**src/rtl/pipe_ctrl_pkg.sv**
```systemverilog
// Shared encodings for the pipeline control path: opcodes, ALU operations,
// immediate/result selects and the per-stage control bundles.
package pipe_ctrl_pkg;

    localparam logic [6:0] OP_LOAD   = 7'b0000011;
    localparam logic [6:0] OP_STORE  = 7'b0100011;
    localparam logic [6:0] OP_RTYPE  = 7'b0110011;
    localparam logic [6:0] OP_ITYPE  = 7'b0010011;
    localparam logic [6:0] OP_BRANCH = 7'b1100011;
    localparam logic [6:0] OP_JAL    = 7'b1101111;
    localparam logic [6:0] OP_JALR   = 7'b1100111;
    localparam logic [6:0] OP_LUI    = 7'b0110111;

    localparam int ALU_OP_W = 4;

    typedef enum logic [ALU_OP_W-1:0] {
        ALU_ADD  = 4'd0,
        ALU_SUB  = 4'd1,
        ALU_AND  = 4'd2,
        ALU_OR   = 4'd3,
        ALU_XOR  = 4'd4,
        ALU_SLT  = 4'd5,
        ALU_SLTU = 4'd6,
        ALU_SLL  = 4'd7,
        ALU_SRL  = 4'd8,
        ALU_SRA  = 4'd9
    } alu_op_e;

    typedef enum logic [2:0] {
        IMM_I = 3'b000,
        IMM_S = 3'b001,
        IMM_B = 3'b010,
        IMM_J = 3'b011,
        IMM_U = 3'b100
    } imm_src_e;

    typedef enum logic [1:0] {
        RES_ALU = 2'b00,
        RES_MEM = 2'b01,
        RES_PC4 = 2'b10,
        RES_IMM = 2'b11
    } result_src_e;

    typedef struct packed {
        logic        reg_write;
        result_src_e result_src;
        logic        mem_write;
        logic        jump;
        logic        branch;
        logic        jalr;
        alu_op_e     alu_ctrl;
        logic        alu_src;
        logic [2:0]  funct3;
    } ctrl_e_t;

    typedef struct packed {
        logic        reg_write;
        result_src_e result_src;
        logic        mem_write;
        logic [2:0]  funct3;
    } ctrl_m_t;

    typedef struct packed {
        logic        reg_write;
        result_src_e result_src;
    } ctrl_w_t;

    // Condition selected by the branch funct3; the base ISA only knows beq.
    function automatic logic branch_taken(input logic [2:0] funct3,
                                          input logic       zero,
                                          input logic       lt,
                                          input logic       ltu,
                                          input bit         ext);
        logic taken;
        taken = 1'b0;
        case (funct3)
            3'b000:  taken = zero;
            3'b001:  taken = ext & ~zero;
            3'b100:  taken = ext & lt;
            3'b101:  taken = ext & ~lt;
            3'b110:  taken = ext & ltu;
            3'b111:  taken = ext & ~ltu;
            default: taken = 1'b0;
        endcase
        return taken;
    endfunction

endpackage

```
**src/rtl/pipe_controller_decode.sv**
```systemverilog
// Combinational main and ALU decode for the Decode stage. Anything not
// decodable under the selected ISA subset comes out as an all-zero bubble.
module pipe_decode
    import pipe_ctrl_pkg::*;
#(
    parameter bit EXT_ISA = 1'b1
) (
    input  logic [6:0] op_i,
    input  logic [2:0] funct3_i,
    input  logic       funct7b5_i,
    output ctrl_e_t    ctrl_o,
    output imm_src_e   imm_src_o,
    output logic       illegal_o
);

    logic    is_rtype;
    logic    alu_funct_ok;
    logic    branch_ok;
    alu_op_e alu_fn;

    assign is_rtype = (op_i == OP_RTYPE);

    // Base ISA keeps only add/sub, slt, or, and.
    always_comb begin
        alu_funct_ok = 1'b1;
        if (!EXT_ISA) begin
            alu_funct_ok = (funct3_i == 3'b000) || (funct3_i == 3'b010) ||
                           (funct3_i == 3'b110) || (funct3_i == 3'b111);
        end
    end

    assign branch_ok = EXT_ISA ? (funct3_i[2:1] != 2'b01) : (funct3_i == 3'b000);

    always_comb begin
        alu_fn = ALU_ADD;
        case (funct3_i)
            3'b000:  alu_fn = (is_rtype && funct7b5_i) ? ALU_SUB : ALU_ADD;
            3'b001:  alu_fn = ALU_SLL;
            3'b010:  alu_fn = ALU_SLT;
            3'b011:  alu_fn = ALU_SLTU;
            3'b100:  alu_fn = ALU_XOR;
            3'b101:  alu_fn = funct7b5_i ? ALU_SRA : ALU_SRL;
            3'b110:  alu_fn = ALU_OR;
            default: alu_fn = ALU_AND;
        endcase
    end

    always_comb begin
        ctrl_o    = '0;
        imm_src_o = IMM_I;
        illegal_o = 1'b0;
        case (op_i)
            OP_LOAD: begin
                ctrl_o.reg_write  = 1'b1;
                ctrl_o.alu_src    = 1'b1;
                ctrl_o.result_src = RES_MEM;
            end
            OP_STORE: begin
                ctrl_o.mem_write = 1'b1;
                ctrl_o.alu_src   = 1'b1;
                imm_src_o        = IMM_S;
            end
            OP_RTYPE, OP_ITYPE: begin
                if (alu_funct_ok) begin
                    ctrl_o.reg_write = 1'b1;
                    ctrl_o.alu_src   = ~is_rtype;
                    ctrl_o.alu_ctrl  = alu_fn;
                end else begin
                    illegal_o = 1'b1;
                end
            end
            OP_BRANCH: begin
                if (branch_ok) begin
                    ctrl_o.branch   = 1'b1;
                    ctrl_o.alu_ctrl = ALU_SUB;
                    imm_src_o       = IMM_B;
                end else begin
                    illegal_o = 1'b1;
                end
            end
            OP_JAL: begin
                ctrl_o.jump       = 1'b1;
                ctrl_o.reg_write  = 1'b1;
                ctrl_o.result_src = RES_PC4;
                imm_src_o         = IMM_J;
            end
            OP_JALR: begin
                if (EXT_ISA) begin
                    ctrl_o.jump       = 1'b1;
                    ctrl_o.jalr       = 1'b1;
                    ctrl_o.reg_write  = 1'b1;
                    ctrl_o.alu_src    = 1'b1;
                    ctrl_o.result_src = RES_PC4;
                end else begin
                    illegal_o = 1'b1;
                end
            end
            OP_LUI: begin
                if (EXT_ISA) begin
                    ctrl_o.reg_write  = 1'b1;
                    ctrl_o.result_src = RES_IMM;
                    imm_src_o         = IMM_U;
                end else begin
                    illegal_o = 1'b1;
                end
            end
            default: illegal_o = 1'b1;
        endcase
        if (!illegal_o) begin
            ctrl_o.funct3 = funct3_i;
        end
    end

endmodule

```
**src/rtl/pipe_controller.sv**
```systemverilog
// Five-stage control path: decode, then E/M/W control registers with stall and
// flush on E, plus branch/jump resolution in Execute.
module pipe_controller
    import pipe_ctrl_pkg::*;
#(
    parameter bit EXT_ISA   = 1'b1,
    parameter int ALUCTRL_W = 4
) (
    input  logic                 clk,
    input  logic                 reset,
    input  logic [6:0]           opD,
    input  logic [2:0]           funct3D,
    input  logic                 funct7b5D,
    input  logic                 StallE,
    input  logic                 FlushE,
    input  logic                 ZeroE,
    input  logic                 LtE,
    input  logic                 LtuE,
    output logic [2:0]           ImmSrcD,
    output logic                 IllegalD,
    output logic [ALUCTRL_W-1:0] ALUControlE,
    output logic                 ALUSrcE,
    output logic                 ResultSrcE0,
    output logic                 RegWriteE,
    output logic                 PCSrcE,
    output logic                 JalrE,
    output logic                 MemWriteM,
    output logic                 RegWriteM,
    output logic [2:0]           Funct3M,
    output logic [1:0]           ResultSrcW,
    output logic                 RegWriteW
);

    if ((EXT_ISA && ALUCTRL_W < 4) || ALUCTRL_W < 3) begin : g_bad_width
        $error("pipe_controller: ALUCTRL_W too narrow for the selected ISA");
    end

    ctrl_e_t  ctrl_dec;
    imm_src_e imm_src_dec;

    ctrl_e_t  e_d, e_q;
    ctrl_m_t  m_d, m_q;
    ctrl_w_t  w_d, w_q;

    pipe_decode #(
        .EXT_ISA(EXT_ISA)
    ) u_decode (
        .op_i      (opD),
        .funct3_i  (funct3D),
        .funct7b5_i(funct7b5D),
        .ctrl_o    (ctrl_dec),
        .imm_src_o (imm_src_dec),
        .illegal_o (IllegalD)
    );

    assign ImmSrcD = imm_src_dec;

    // A held E stage must not also flow into M, so M takes a bubble instead.
    always_comb begin
        e_d = e_q;
        if (FlushE) begin
            e_d = '0;
        end else if (!StallE) begin
            e_d = ctrl_dec;
        end

        m_d = '0;
        if (!(StallE && !FlushE)) begin
            m_d.reg_write  = e_q.reg_write;
            m_d.result_src = e_q.result_src;
            m_d.mem_write  = e_q.mem_write;
            m_d.funct3     = e_q.funct3;
        end

        w_d.reg_write  = m_q.reg_write;
        w_d.result_src = m_q.result_src;
    end

    always_ff @(posedge clk or posedge reset) begin
        if (reset) begin
            e_q <= '0;
            m_q <= '0;
            w_q <= '0;
        end else begin
            e_q <= e_d;
            m_q <= m_d;
            w_q <= w_d;
        end
    end

    assign ALUControlE = ALUCTRL_W'(e_q.alu_ctrl);
    assign ALUSrcE     = e_q.alu_src;
    assign ResultSrcE0 = e_q.result_src[0];
    assign RegWriteE   = e_q.reg_write;
    assign JalrE       = e_q.jalr;
    assign PCSrcE      = e_q.jump |
                         (e_q.branch & branch_taken(e_q.funct3, ZeroE, LtE, LtuE, EXT_ISA));

    assign MemWriteM   = m_q.mem_write;
    assign RegWriteM   = m_q.reg_write;
    assign Funct3M     = m_q.funct3;

    assign ResultSrcW  = w_q.result_src;
    assign RegWriteW   = w_q.reg_write;

endmodule

```
**config.mk**
```make
export PLATFORM = sky130hd
export DESIGN_NAME = pipe_controller
export DESIGN_NICKNAME = d
export VERILOG_FILES = /design/src/rtl/pipe_ctrl_pkg.sv /design/src/rtl/pipe_controller_decode.sv /design/src/rtl/pipe_controller.sv
export SDC_FILE = /design/constraint.sdc
export NUM_CORES = 1
export LEC_CHECK = 0
export CAP_MARGIN = 20
export CORE_MARGIN = 2
export CORE_UTILIZATION = 61
export DETAILED_ROUTE_END_ITERATION = 10
export DONT_BUFFER_PORTS = 1
export PLACE_DENSITY = 0.82
export RECOVER_POWER = 25
export SETUP_SLACK_MARGIN = 0.02
export SLEW_MARGIN = 20
export SYNTH_ARGS = -nofsm -noshare
export SYNTH_HDL_FRONTEND = slang
export SYNTH_SLANG_ARGS = --single-unit
```
**constraint.sdc**
```tcl
create_clock -name clk -period 1.1 [get_ports clk]
set_input_delay 0.055 -clock clk [delete_from_list [all_inputs] [get_ports clk]]
set_output_delay 0.055 -clock clk [all_outputs]
set_load 0.05 [all_outputs]
```
Yosys cells after proc, flatten, opt, wreduce, memory -nomap -nowiden:

Index checks and enable logic that the tools add are counted.
Widths: inputs -> output; s select.

* flip-flop bits (word level): 25
* bits in latches: 0
* RAM bits: 0
* bits in read-only memories: 0
* input port bits: 18
* output and inout bits: 21
* logic and storage cells: 74
* memories kept: 0

* add/sub/neg operators: 0
* $mul: 0
* div/mod/pow operators: 0
* $lt $le $gt $ge: 0
* equal/unequal tests: 21
* shift operators: 0
* muxes and demuxes: 22
* bitwise operators: 6
* reductions and logical operators: 10

Operator list (count)
* $mux 15: 2
* $pmux 4 s7: 1
* $eq 3x3->1 const B: 7
* $eq 7x6->1 const B: 3
* $eq 7x7->1 const B: 3
* $pmux 3 s4: 1
* $mux 1: 10
* $pmux 4 s2: 1
* $eq 7x2->1 const B: 1
* $eq 7x5->1 const B: 1
* $mux 7: 1
* $reduce_or 7->1: 1
* $eq 3x1->1 const B: 2
* $eq 3x2->1 const B: 2
* $logic_not 3->1: 2
* $pmux 1 s6: 1
* $pmux 2 s3: 1
* $reduce_or 6->1: 1
* $ne 2x1->1 const B: 2
* $not 1->1: 4
* $pmux 1 s2: 2
* $reduce_or 2->1: 2
* $mux 3: 1
* $reduce_or 3->1: 1
* 5 further kinds: 6

Longest topological paths before layout:

* word-level depth: 7
* mapped depth: 5
* gate-level depth less buffers: 4

Modules after synthesis:

Synthesis repeated with hierarchy kept, for this count alone.

* cells, all modules: 140
* area total of the unflattened synthesis: 1441.4 µm²

By module, submodules not included
* pipe_controller: instances 1, cells an instance 80, area each 1021.0 µm², sequential area each 625.6 µm²
* pipe_decode: instances 1, cells an instance 60, area each 420.4 µm², sequential area each 0.0 µm²

Worst setup path before layout:

OpenSTA, ideal clock, no wires.

* kind: input -> register
* from: input opD[6]
* to: register e_q[13] (netlist name)
* setup time: 0.069 ns
* data arrival time: 1.483 ns
* required time: 1.031 ns
* path slack: -0.451 ns
* stages: 3
* path buffers: 0
* cells stage by stage: or4b_1 -> nor2_1 -> o31a_1

* word-level cells in the longest chain between the ends: 5
* elaborated cells between the ends (all ways): 8
* classes of those cells: eq/ne (4); mux (3); reduce/logical (1)

RTL lines
* start: declaration: line pipe_controller.sv:11 `input logic [6:0] opD,`
* $eq 7x7->1: line pipe_controller_decode.sv:52 `case (op_i)`
* $reduce_or 2->1 (no line)
* $pmux 2 s3 (*): line pipe_controller_decode.sv:52
* $mux 15 (*): line pipe_controller.sv:63 `end else if (!StallE) begin`
* $mux 15 (*): line pipe_controller.sv:61 `if (FlushE) begin`
* end signal: assignment: line pipe_controller.sv:81 `e_q <= '0;`
* end signal: assignment: line pipe_controller.sv:85 `e_q <= e_d;`
* end: declaration: line pipe_controller.sv:41 `ctrl_e_t e_d, e_q;`

Every way passes the cells marked *; elsewhere a longest branch is shown, timed or not. The select of a mux whose other input is x is not followed.
A chain may end at the register's enable or synchronous reset.

Worst setup path in the final report:

* from: register e_q[1] (netlist name)
* to: output PCSrcE

* word-level cells in the longest chain between the ends: 4
* elaborated cells between the ends (all ways): 9
* classes of those cells: eq/ne (5); mux (1); bitwise (2); reduce/logical (1)

RTL lines
* $eq 3x3->1 (tied with other cells): line pipe_ctrl_pkg.sv:76 `case (funct3)`
* $pmux 1 s6 (*): line pipe_ctrl_pkg.sv:76
* $and 1x1->1 (*): line pipe_controller.sv:97 `(e_q.branch & branch_taken(e_q.funct3, ZeroE, LtE, LtuE, EXT_ISA));`
* $or 1x1->1 (*): line pipe_controller.sv:96 `assign PCSrcE = e_q.jump |`
* end: declaration: line pipe_controller.sv:25 `output logic PCSrcE,`

Every way passes the cells marked *; elsewhere a longest branch is shown, timed or not.

==> reports/metrics.csv <==
metric,value,unit
final_cell_count_no_fill,175,
peakVddDrop,0.754,mV
dp_slack,-0.237,ns
ant_nets,0,
synthTopCellsByArea,"dfrtp_1 50%, buf_4 4.2%, nor2b_1 4.0%",
fin_total_pwr,1.56,mW
worstPathCellList,mux2i_1 > xnor2_1 > a21o_1 > a21o_4,
crit_path_max_incr_delay,0.39,ns
maxCapViolCount,0,
crit_path_end_kind,primary output,
die_h,49.4,µm
timing.final.ws_setup,-0.485,ns
clock_sinks,25,
violations,negative setup slack,
worstHoldStart,opD[4],
ctsHtreeMaxLevel,1,
cp_max_fo,2,
hold_end,ResultSrcE0,
max-slew-margin-rel,0.666,
hold_viol,0,
r2r_setup_slack,0.17,ns
cts_root_buf,clkbuf_4,
cp_slowest_cell,dfrtp_1,
fillers,125,
design.core.area,1960,µm²
async_flop_share,1.00,
leakage,0.742,nW
crit_buf_inv,0,
r2r-end,JalrE,
rr_startpoint,JalrE,
initial_core_util,0.642,
crit_cells,4,
place_hpwl,1960,µm
antenna_cells,0,
cts_tree,yes,
vias,1100,
grt.overflow.total,0,
min_period_over_period,1.44,
gp_congestion,0.786,
die_x,49.4,µm
ys_types,34,
min_period,1.58,ns
start_kind,flip-flop,
pwr-share-clk,0.259,
syn_nets,147,
synthFlopType,dfrtp_1,
path_delay_family,compound AO/OA/AOI/OAI gates,
power_frac_seq,0.607,
numCtsBuffers,3,
avgSynthCellArea,9.77,µm²
drive_gt1_frac,0.257,
drt_iter0_drc,40,
rows,16,
critPathKind,flip-flop to primary output,
clock-skew-final,0.00156,ns
p_sw,400,µW
path_clk_slew,0.13,ns
rsz0062_at_grt,true,
synth-seq-area-share,0.497,
top_level_ports,39,
worst_pin_slew,0.500,ns
clk_path_buf_depth,2,
arrival,1.53,ns
cp-startpoint,e_q[1],
synth_top_cell_area_share,0.497,
placed_cells_incl_taps,160,
power.density,989,nW/µm²
synthCells,129,
outcome,finished with violations,
port_buffers,0,
synth_top_area_cell,dfrtp_1,
combPwrFrac,0.133,
multiInputGateArea,632,µm²
seqCellArea,626,µm²
cp.required,1.04,ns
grt_max_degree,18,
switching_share,0.257,
antenna_found_initial,0,
grt_usage,0.275,
first_pass_iters,4,
drt_wl_total,3360,µm
whs_path_depth,4,
grt_pass1_wl,5130,µm
synth_area,1260,µm²
dieArea,2440,µm²
p_int,1.16,mW
yosysWarnings,0,
fmax,0.631,GHz
area.growth.synth_to_final,24.9,%
hold_path.class,primary input to flip-flop,
ys_ff_latch,25,
grt_pass1_vias,1075,
route.detailed.drc,0,
setup_viol_count_final,2,
layout.nets,167,
r2r.worst_path.cells,2,
maxSlewViolCount,0,
viasPerCell,6.29,
clk_latency,0.31,ns
synth_edf_count,0,
wl_per_cell,19.2,µm
-- layout by cell type (no fill, tap or decap), drive strengths merged, types with 2 or more instances in the layout --
cell type / synthesis / layout
a21oi: 7 / 7
nor3: 4 / 4
nand2: 11 / 11
dlymetal6s4s: 0 / 2
nor2b: 8 / 8
or3: 5 / 5
a21o: 3 / 3
buf: 8 / 19
xnor2: 2 / 2
nor2: 10 / 10
mux2i: 4 / 4
o22ai: 2 / 2
dlygate4sd3: 0 / 6
nor4: 4 / 4
nand3: 4 / 4
dfrtp: 25 / 25
clkbuf: 6 / 5
o21ai: 5 / 5
a22o: 4 / 4
nand2b: 2 / 2
inv: 2 / 2
a22oi: 2 / 2
-- logic make-up after synthesis --
group                     share of synthesized area
DFF                                           0.497
buffers and inverters                        0.0695
xor gates and xnor gates                     0.0209
muxes                                        0.0318
AOI/OAI and AO/OA                             0.145
and+or+nand+nor                               0.236
-- cell usage after synthesis (all sizes together) (2+ instances only) --
master,n
a21o,3
a21oi,7
a22o,4
a22oi,2
buf,8
clkbuf,6
dfrtp,25
inv,2
mux2i,4
nand2,11
nand2b,2
nand3,4
nor2,10
nor2b,8
nor3,4
nor4,4
o21ai,5
o22ai,2
or3,5
xnor2,2
-- timing repair --
action                                  CTS  global route
endpoints found under the setup margin    3            12
hold endpoints to repair                 40             0
hold buffers                              9             0
pin swaps                                 0             5
gates cloned                              0             0
setup buffers                             0             2
gates resized for setup                   4            11
-- cell type report --
type,instances,area share
sequential,25,0.397
inverter,2,0.00477
multi-input combinational,88,0.401
clock buffer,4,0.0167
tap,27,0.0215
timing repair buffer,29,0.158
-- registers in the layout, indices dropped and copies added, names as in the netlist --
name,count
RegWriteW,1
JalrE,1
e_q,7
ALUControlE,4
RegWriteM,1
Funct3M,3
RegWriteE,1
MemWriteM,1
m_q,2
ALUSrcE,1
ResultSrcW,2
ResultSrcE0,1
-- how the worst max path moves through the flow --
stage | endpoint | slack, ns
6_report | PCSrcE | -0.48
5_1_grt | PCSrcE | -0.53
4_1_cts | PCSrcE | -0.48
3_5_place_dp | ALUControlE[3] | -0.24
3_3_place_gp | ALUControlE[3] | -0.22
2_1_floorplan | ALUControlE[3] | -0.22
-- worst register-to-register path: stages, from the launching register on --
cell     delay (ns)
dfrtp_1        0.44
a22oi_1        0.29
nor2_1         0.08
-- through the flow --
stage	utilization	hold WS [ns]	TNS (ns)	area [µm²]
final	0.802	0.0167	-0.489	1570
after global routing	0.802	0.0333	-0.534	1570
after CTS	0.787	0.00588	-2.83	1540
after detailed placement	0.716	-0.0567	-1.00	1400
after global placement	0.716	-0.0689	-0.740	1400
after floorplan	-	0.0823	-0.917	1300
-- power groups by stage --
stage	sequential, mW	combinational [mW]	clock [mW]
finish	0.945	0.208	0.404
global placement	0.962	0.144	0
CTS	0.945	0.198	0.403
global route	0.947	0.224	0.450
detailed placement	0.963	0.148	0
floorplan	0.963	0.136	0
-- routing by layer --
metal | share of wire | vias to the layer above | GRT usage
li1 | - | 493 | -
met1 | 0.38 | 529 | 0.349
met2 | 0.52 | 61 | 0.480
met3 | 0.051 | 17 | 0.0215
met4 | 0.045 | 0 | 0.116
met5 | 0 | - | 0
No activity file was read; power rests on OpenSTA's default activity.
